$ cat src/rtl/alu_seq_pkg.sv
// Shared types and constants for the PDP-8 memory-reference sequencer.
// Optional feature macro: ALU_SEQ_ISZ_EN (enables the ISZ read/increment/write path).
package alu_seq_pkg;

  localparam int ADDR_W_DEF = 12;
  localparam int DATA_W_DEF = 12;

  // Memory-reference data operations, encoded as issued by the decoder
  typedef enum logic [1:0] {
    OP_AND = 2'b00,
    OP_TAD = 2'b01,
    OP_ISZ = 2'b10,
    OP_DCA = 2'b11
  } op_e;

  typedef enum logic [2:0] {
    S_IDLE = 3'd0,
    S_RD   = 3'd1,
    S_EXEC = 3'd2,
    S_WR   = 3'd3,
    S_FIN  = 3'd4
  } state_e;

  // DCA stores without reading; all other ops fetch the operand first
  function automatic logic needs_read(input logic [1:0] op);
    return op != OP_DCA;
  endfunction

endpackage

$ cat src/rtl/alu_seq_memport.sv
// Memory request holder: captures a request when the FSM issues it and keeps
// REQ/WE/ADDR/WDATA frozen until ACK is sampled, then drops REQ for one cycle
// minimum. ACK seen while REQ is low has no effect.
module alu_seq_memport
  import alu_seq_pkg::*;
#(
  parameter int ADDR_W = ADDR_W_DEF,
  parameter int DATA_W = DATA_W_DEF
) (
  input  logic              clk,
  input  logic              rst_n,
  input  logic              issue,
  input  logic              issue_we,
  input  logic [ADDR_W-1:0] issue_addr,
  input  logic [DATA_W-1:0] issue_wdata,
  input  logic              mem_ack,
  output logic              mem_req,
  output logic              mem_we,
  output logic [ADDR_W-1:0] mem_addr,
  output logic [DATA_W-1:0] mem_wdata,
  output logic              ack_done
);

  logic              req_q;
  logic              we_q;
  logic [ADDR_W-1:0] addr_q;
  logic [DATA_W-1:0] wdata_q;

  // Completion is only meaningful while a request is outstanding
  assign ack_done  = req_q & mem_ack;
  assign mem_req   = req_q;
  assign mem_we    = we_q;
  assign mem_addr  = addr_q;
  assign mem_wdata = wdata_q;

  // Request registers: load on issue, hold until acknowledged; reset drops REQ at once
  always_ff @(posedge clk or negedge rst_n) begin
    if (!rst_n) begin
      req_q   <= 1'b0;
      we_q    <= 1'b0;
      addr_q  <= '0;
      wdata_q <= '0;
    end else if (issue) begin
      req_q   <= 1'b1;
      we_q    <= issue_we;
      addr_q  <= issue_addr;
      wdata_q <= issue_wdata;
    end else if (ack_done) begin
      req_q <= 1'b0;
      we_q  <= 1'b0;
    end
  end

endmodule

$ cat src/rtl/alu_seq.sv
// PDP-8 memory-reference sequencer: owns AC/LINK, fetches operands through
// alu_seq_memport and drives the external 12-bit ADD/AND datapath for
// AND, TAD, ISZ and DCA. Optional ISZ support under macro ALU_SEQ_ISZ_EN;
// without it, ISZ retires immediately with no side effects.
module alu_seq
  import alu_seq_pkg::*;
#(
  parameter int ADDR_W = ADDR_W_DEF,
  parameter int DATA_W = DATA_W_DEF
) (
  input  logic              CLK,
  input  logic              RESET_N,
  input  logic              START,
  input  logic [1:0]        OP,
  input  logic [ADDR_W-1:0] EADDR,
  input  logic              CLR,
  output logic              BUSY,
  output logic              DONE,
  output logic              SKIP,
  output logic [DATA_W-1:0] AC,
  output logic              LINK,
  output logic              MEM_REQ,
  output logic              MEM_WE,
  output logic [ADDR_W-1:0] MEM_ADDR,
  output logic [DATA_W-1:0] MEM_WDATA,
  input  logic              MEM_ACK,
  input  logic [DATA_W-1:0] MEM_RDATA,
  output logic [DATA_W-1:0] ALU_A,
  output logic [DATA_W-1:0] ALU_B,
  output logic              ALU_CI,
  output logic              ALU_OE_ADD,
  output logic              ALU_OE_AND,
  input  logic [DATA_W-1:0] ALU_SA,
  input  logic              ALU_CO,
  input  logic [DATA_W-1:0] ALU_SB
);

  state_e            state_q, state_d;
  op_e               op_q;
  logic [ADDR_W-1:0] ea_q;
  logic [DATA_W-1:0] ac_q;
  logic              link_q;
  logic [DATA_W-1:0] m_q;
  logic              skip_q;

  logic              issue;
  logic              issue_we;
  logic [ADDR_W-1:0] issue_addr;
  logic [DATA_W-1:0] issue_wdata;
  logic              ack_done;

  alu_seq_memport #(.ADDR_W(ADDR_W), .DATA_W(DATA_W)) u_memport (
    .clk         (CLK),
    .rst_n       (RESET_N),
    .issue       (issue),
    .issue_we    (issue_we),
    .issue_addr  (issue_addr),
    .issue_wdata (issue_wdata),
    .mem_ack     (MEM_ACK),
    .mem_req     (MEM_REQ),
    .mem_we      (MEM_WE),
    .mem_addr    (MEM_ADDR),
    .mem_wdata   (MEM_WDATA),
    .ack_done    (ack_done)
  );

  assign BUSY = (state_q != S_IDLE);
  assign DONE = (state_q == S_FIN);
  assign SKIP = DONE & skip_q;
  assign AC   = ac_q;
  assign LINK = link_q;

  // State register
  always_ff @(posedge CLK or negedge RESET_N) begin
    if (!RESET_N) state_q <= S_IDLE;
    else          state_q <= state_d;
  end

  // Next state, memory issue and datapath drive. Requests are issued on the
  // transition into RD/WR so REQ is already high in the first RD/WR cycle.
  always_comb begin
    state_d     = state_q;
    issue       = 1'b0;
    issue_we    = 1'b0;
    issue_addr  = ea_q;
    issue_wdata = ac_q;
    ALU_A       = '0;
    ALU_B       = '0;
    ALU_CI      = 1'b0;
    ALU_OE_ADD  = 1'b0;
    ALU_OE_AND  = 1'b0;
    case (state_q)
      S_IDLE: begin
        if (START) begin
          if (OP == OP_DCA) begin
            state_d     = S_WR;
            issue       = 1'b1;
            issue_we    = 1'b1;
            issue_addr  = EADDR;
            issue_wdata = ac_q;
`ifndef ALU_SEQ_ISZ_EN
          end else if (OP == OP_ISZ) begin
            state_d = S_FIN;
`endif
          end else if (needs_read(OP)) begin
            state_d    = S_RD;
            issue      = 1'b1;
            issue_addr = EADDR;
          end
        end
      end
      S_RD: begin
        if (ack_done) state_d = S_EXEC;
      end
      S_EXEC: begin
        case (op_q)
          OP_AND: begin
            ALU_A      = ac_q;
            ALU_B      = m_q;
            ALU_OE_AND = 1'b1;
            state_d    = S_FIN;
          end
          OP_TAD: begin
            ALU_A      = ac_q;
            ALU_B      = m_q;
            ALU_OE_ADD = 1'b1;
            state_d    = S_FIN;
          end
`ifdef ALU_SEQ_ISZ_EN
          OP_ISZ: begin
            // Incremented word goes straight into the write request (same value as new M)
            ALU_A       = m_q;
            ALU_CI      = 1'b1;
            ALU_OE_ADD  = 1'b1;
            state_d     = S_WR;
            issue       = 1'b1;
            issue_we    = 1'b1;
            issue_addr  = ea_q;
            issue_wdata = ALU_SA;
          end
`endif
          default: state_d = S_FIN;
        endcase
      end
      S_WR: begin
        if (ack_done) state_d = S_FIN;
      end
      S_FIN: state_d = S_IDLE;
      default: state_d = S_IDLE;
    endcase
  end

  // Architectural and operand registers
  always_ff @(posedge CLK or negedge RESET_N) begin
    if (!RESET_N) begin
      op_q   <= OP_AND;
      ea_q   <= '0;
      ac_q   <= '0;
      link_q <= 1'b0;
      m_q    <= '0;
      skip_q <= 1'b0;
    end else begin
      case (state_q)
        S_IDLE: begin
          if (START) begin
            op_q   <= op_e'(OP);
            ea_q   <= EADDR;
            skip_q <= 1'b0;
          end else if (CLR) begin
            ac_q   <= '0;
            link_q <= 1'b0;
          end
        end
        S_RD: begin
          if (ack_done) m_q <= MEM_RDATA;
        end
        S_EXEC: begin
          case (op_q)
            OP_AND: ac_q <= ALU_SB;
            OP_TAD: begin
              ac_q   <= ALU_SA;
              link_q <= link_q ^ ALU_CO;
            end
`ifdef ALU_SEQ_ISZ_EN
            OP_ISZ: begin
              m_q    <= ALU_SA;
              skip_q <= (ALU_SA == '0);
            end
`endif
            default: ;
          endcase
        end
        S_WR: begin
          if (ack_done && op_q == OP_DCA) ac_q <= '0;
        end
        default: ;
      endcase
    end
  end

endmodule

$ cat config.mk
export PLATFORM = sky130hd
export DESIGN_NAME = alu_seq
export DESIGN_NICKNAME = d
export VERILOG_FILES = /design/src/rtl/alu_seq_pkg.sv /design/src/rtl/alu_seq_memport.sv /design/src/rtl/alu_seq.sv
export SDC_FILE = /design/constraint.sdc
export NUM_CORES = 1
export LEC_CHECK = 0
export CAP_MARGIN = 15
export CORE_UTILIZATION = 44
export DETAILED_ROUTE_END_ITERATION = 12
export PLACE_DENSITY = 0.85
export SLEW_MARGIN = 30
export SYNTH_ARGS = -nofsm -noshare
export SYNTH_HDL_FRONTEND = slang
export SYNTH_SLANG_ARGS = --single-unit
export TNS_END_PERCENT = 50
$ cat constraint.sdc
create_clock -name CLK -period 2.8 [get_ports CLK]
set_input_delay 0.56 -clock CLK [delete_from_list [all_inputs] [get_ports CLK]]
set_output_delay 0.56 -clock CLK [all_outputs]
set_load 0.01 [all_outputs]
== Word level (Yosys, flattened, before mapping) ==
Cells that the tools add are included.

* Input port bits: 56
* Output and inout bits: 69
* Register bits after elaboration: 68

* Reductions and logical operators: 13
* Muxes and demuxes: 40
* Bitwise operators: 2
* Equal/unequal tests: 18

{| class="wikitable"
|+ Operator list
! operator !! count
|-
| 12-bit 2-to-1 mux || 12
|-
| 12-bit case mux with 3 select lines || 1
|-
| 12-bit case mux with 2 select lines || 1
|-
| 1-bit 2-to-1 mux || 18
|-
| 3-bit 2-to-1 mux || 6
|-
| 2-bit inequality test, second input constant || 7
|-
| 3-bit case mux with 4 select lines || 1
|-
| 4-bit AND reduction || 2
|-
| 2-bit == test, second input constant || 3
|-
| 3-bit by 2-bit == test with 1-bit output, second input constant || 2
|-
| 3-bit nonzero test || 2
|-
| 5-bit AND reduction || 1
|-
| 4-bit inequality test, second input constant || 1
|-
| 2-bit AND reduction || 2
|-
| 2-bit nonzero test || 2
|-
| 3-bit by 1-bit == test with 1-bit output, second input constant || 1
|-
| 3-bit == test, second input constant || 1
|-
| 3-bit logical NOT || 1
|-
| 3-bit by 1-bit inequality test with 1-bit output, second input constant || 1
|-
| 2-bit by 1-bit == test with 1-bit output, second input constant || 1
|-
| 2-bit logical NOT || 1
|-
| 2-bit by 1-bit inequality test with 1-bit output, second input constant || 1
|-
| 1-bit case mux with 2 select lines || 1
|-
| 2-bit OR reduction || 1
|-
| 3 further kinds || 3
|}

== Logic depth before layout (Yosys ltp) ==
* Word-level depth: 7
* Depth in mapped cells: 5

== Cells and area by module ==
A second synthesis with hierarchy kept.

* Cell total of the unflattened synthesis: 261
* Area, all modules: 3,380.7 um2

{| class="wikitable"
|+ By module, submodules not included
! module !! cells each !! area each (um2) !! instances
|-
| alu_seq || 202 || 2,313.5 || 1
|-
| alu_seq_memport || 59 || 1,067.3 || 1
|}

== Least setup slack after synthesis ==
No wires, ideal clock.

* Path type: register -> output
* From: register state_q[2]
* To: output port ALU_A[0]
* Cell stages (with the launch flop): 5
* Required time: 2.240 ns
* Buffers on the path: 2
* Path slack: 0.779 ns
* Arrival time: 1.461 ns
* Cells stage by stage: dfrtp_1 clkbuf_1 nor4b_2 clkbuf_1 and2_1

* Cells in the longest elaborated chain, start to end: 2

{| class="wikitable"
|+ Ends and longest elaborated chain
! what !! RTL line !! source
|-
| start, declared || alu_seq.sv:38 || <nowiki>state_e state_q, state_d;</nowiki>
|-
| start signal, assigned || alu_seq.sv:76 || <nowiki>else state_q <= state_d;</nowiki>
|-
| 3-bit by 2-bit == test with 1-bit output || alu_seq.sv:92 || <nowiki>case (state_q)</nowiki>
|-
| 12-bit 2-to-1 mux || alu_seq.sv:92 ||
|-
| end, declared || alu_seq.sv:28 || <nowiki>output logic [DATA_W-1:0] ALU_A,</nowiki>
|}

Every way passes these cells.

== Worst setup path in the final report ==
* From: register state_q[2]
* To: output port ALU_B[11]

* Cells in the longest elaborated chain, start to end: 2

{| class="wikitable"
|+ Ends and longest elaborated chain
! what !! RTL line !! source
|-
| 3-bit by 2-bit == test with 1-bit output || alu_seq.sv:92 ||
|-
| 12-bit 2-to-1 mux || alu_seq.sv:92 ||
|-
| end, declared || alu_seq.sv:29 || <nowiki>output logic [DATA_W-1:0] ALU_B,</nowiki>
|}

Every way passes these cells.

==> run metrics <==
top cells by count, synth=dfrtp_1 (56), and2_1 (26), mux2_2 (20); Post-synth ARST share=100%; die width=~80 µm; fin cells=403; final worst path period share=94.8%; top-count cell post-synth=dfrtp_1; global-route wire length before repair=about 11 mm; crit end category=output port; final setup fails=0; Final Hold Slack=roughly 0.16 ns; CTS sink count=between 50 and 60; Final ANT Viol Nets=0; layout cell share with drive strength beyond 1=18.7%; sw power=roughly 1.3 mW; crit path DAT=2.10 ns; Clock Power Share=roughly 14%; fin nets=roughly 390; Tot Pwr=around 3.8 mW; CP max FO=17; placed cells=a little under 400; post-route DRC violation count=0; Mapped Area=approximately 2700 µm²; fin area=4090 µm²; Antenna Cells=0; Area contributors post-synth=dfrtp_1 (53%), mux2_4 (10%), mux2_2 (8.4%), and2_1 (6.1%), mux2i_1 (4.9%); placed standard-cell area=a little under 4000 µm²; Reg power frac=slightly below 40%; RSZ-0062 raised after global routing=false; chip height=79.8 µm; clock-pin slew on the worst setup and hold paths=0.10 ns; Fin Setup TNS=0 ns; P_int=around 2.6 mW; status=complete, no violations; Worst Skew=about 0.007 ns; grt total ovfl=0; ys flop type=dfrtp_1; clk root buf=clkbuf_8; syn avg cell area=between 10 and 15 µm²; CTS tree=yes; sw frac=~33%; drt wl/cell=~16 µm; register area share after synthesis=between 50 and 60%; area share of the largest cell type after synthesis=between 50% and 60%; Power Density=between 900 and 1000 nW/µm²; MaxCap Viol Count=0; pin count of the biggest net entering global routing=22; number of port buffers=roughly 120; clock buffer count from CTS=5; Clock H-tree levels=2; Synth Instances=208; min-delay worst type=in2async; Post-DP HPWL=between 4 and 5 mm; Setup Fix Bufs, Post-CTS=0; Synth cell types=32; vias in the first global route=2115; gpl congestion=between 0.7 and 0.8; Area growth syn-to-layout=53.5%; Highest Clock Rate=about 380 MHz; Comb power frac=47.2%; FF+latch count, synth=56; GRT Resource Usage Total=a little over a fifth; first-pass iteration count of the detailed router=4; Via density=5.14; Slew headroom=about three fifths; final slew viol count=0; Post-synth EDFFs=0; Worst EP required=about 2.2 ns; full die area=approximately 6400 µm²; # IOs=roughly 130; initial antenna violation count=0; CP startpoint kind=register; Synth area leader=dfrtp_1; core box area=5680 µm²; Final Hold Violating Endpoints=0; 1st-iter DRT viols=56; Total Routed Length=~6.6 mm; Worst-Skew Late Latency=roughly 0.31 ns; Vias=2073; Synth warnings=0; Crit Path Category=reg2out; peak supply drop=between 0.0006 and 0.0007 V; Rows=27; Pleak=around 1.8 nW; Least-Margin Pin Slew=just over 0.6 ns; Initial Util=a little under half; minimum clock period=~2.7 ns; worst-case clock buffer depth=2
-- power by group through the flow --
stage	Clock, mW	Sequential (mW)	Combinational (mW)
after CTS	0.550	1.49	1.84
after floorplan	0	1.49	0.928
after global placement	0	1.48	1.75
after global routing	0.586	1.54	1.95
final	0.538	1.49	1.82
after detailed placement	0	1.50	1.83
-- layout make-up --
| class | count | area, µm² |
|---|---|---|
| Fill cell | 421 | 1580 |
| Clock buffer | 5 | 68.8 |
| Multi-Input combinational cell | 135 | 1180 |
| Clock inverter | 3 | 46.3 |
| Sequential cell | 56 | 1400 |
| Timing Repair Buffer | 130 | 1300 |
| Inverter | 2 | 7.51 |
| Tap cell | 72 | 90.1 |
-- registers in the layout (all words and copies together) (netlist names) --
signal               cells
state_q                  3
AC                      12
op_q                     2
LINK                     1
m_q                     12
u_memport.mem_wdata     12
u_memport.mem_addr      12
u_memport.mem_req        1
u_memport.mem_we         1
-- stage by stage --
stage / setup WS (ns) / utilization, %
3_3_place_gp: 0.254 / 69.6
3_5_place_dp: 0.347 / 70.1
5_1_grt: 0.0324 / 72.1
6_report: 0.145 / 72.1
2_1_floorplan: 0.779 / -
4_1_cts: 0.0739 / 72.1
-- what timing repair did --
action | CTS | global route
setup endpoints to repair | 0 | 10
hold buffers | 0 | 0
gates resized for setup | 0 | 2
-- worst max-delay path, stage by stage, from the launching register on --
cell and delay, ns:
dfrtp_2 0.51, nor4b_4 0.33, buf_4 0.25, and2_1 0.15
clkdlybuf4s50_1 0.54
-- placed cells by master (no fill, tap or decap), drive strengths merged, types with 2 or more instances in the layout --
master and instances:
a21oi 3, and2 26, and3b 3, buf 9, clkbuf 5, clkdlybuf4s50 121
conb 2, dfrtp 56, inv 3, mux2 38, mux2i 13, nand2 2
nand2b 2, nand3 2, nor2 2, nor4b 2, o21ai 16, o21bai 2
o22ai 12, or3 2
-- cells by family (layout without fill, tap and decap cells) --
family / after synthesis / count (layout) / share of synthesized area (%)
AOI/OAI and AO/OA: 36 / 36 / 8.40
buffers and inverters: 18 / 140 / 3.61
DFF: 56 / 56 / 52.6
muxes: 51 / 51 / 23.5
other: 1 / 2 / 0.141
and+or+nand+nor: 46 / 46 / 11.8
-- final timing paths --
kind	startpoint	end	slack, ns	depth (start not counted)
setup / recovery	state_q[2]$_DFFE_PN0P_	ALU_B[11]	0.14	4
hold / removal	RESET_N	op_q[0]$_DFFE_PN0P_	0.16	1
setup reg to reg	state_q[2]$_DFFE_PN0P_	u_memport.mem_addr[3]$_DFFE_PN0P_	0.87	4
hold reg to reg	m_q[1]$_DFFE_PN0P_	m_q[1]$_DFFE_PN0P_	0.51	1
max in group asynchronous	RESET_N	state_q[0]$_DFFE_PN0P_	2.01	2
min in group CLK	m_q[1]$_DFFE_PN0P_	m_q[1]$_DFFE_PN0P_	0.51	1
-- routing by layer --
layer / wire length (µm) / vias up / track usage (%) / share of wire (%)
met2: 3250 / 75 / 36.6 / 49
met4: 76 / 0 / 4.64 / 1.2
met5: 0 / - / 0 / 0
met3: 390 / 10 / 4.91 / 5.9
met1: 2880 / 1013 / 29.0 / 44
li1: - / 975 / - / -
Note: power is estimated with default switching activity, not from simulation.
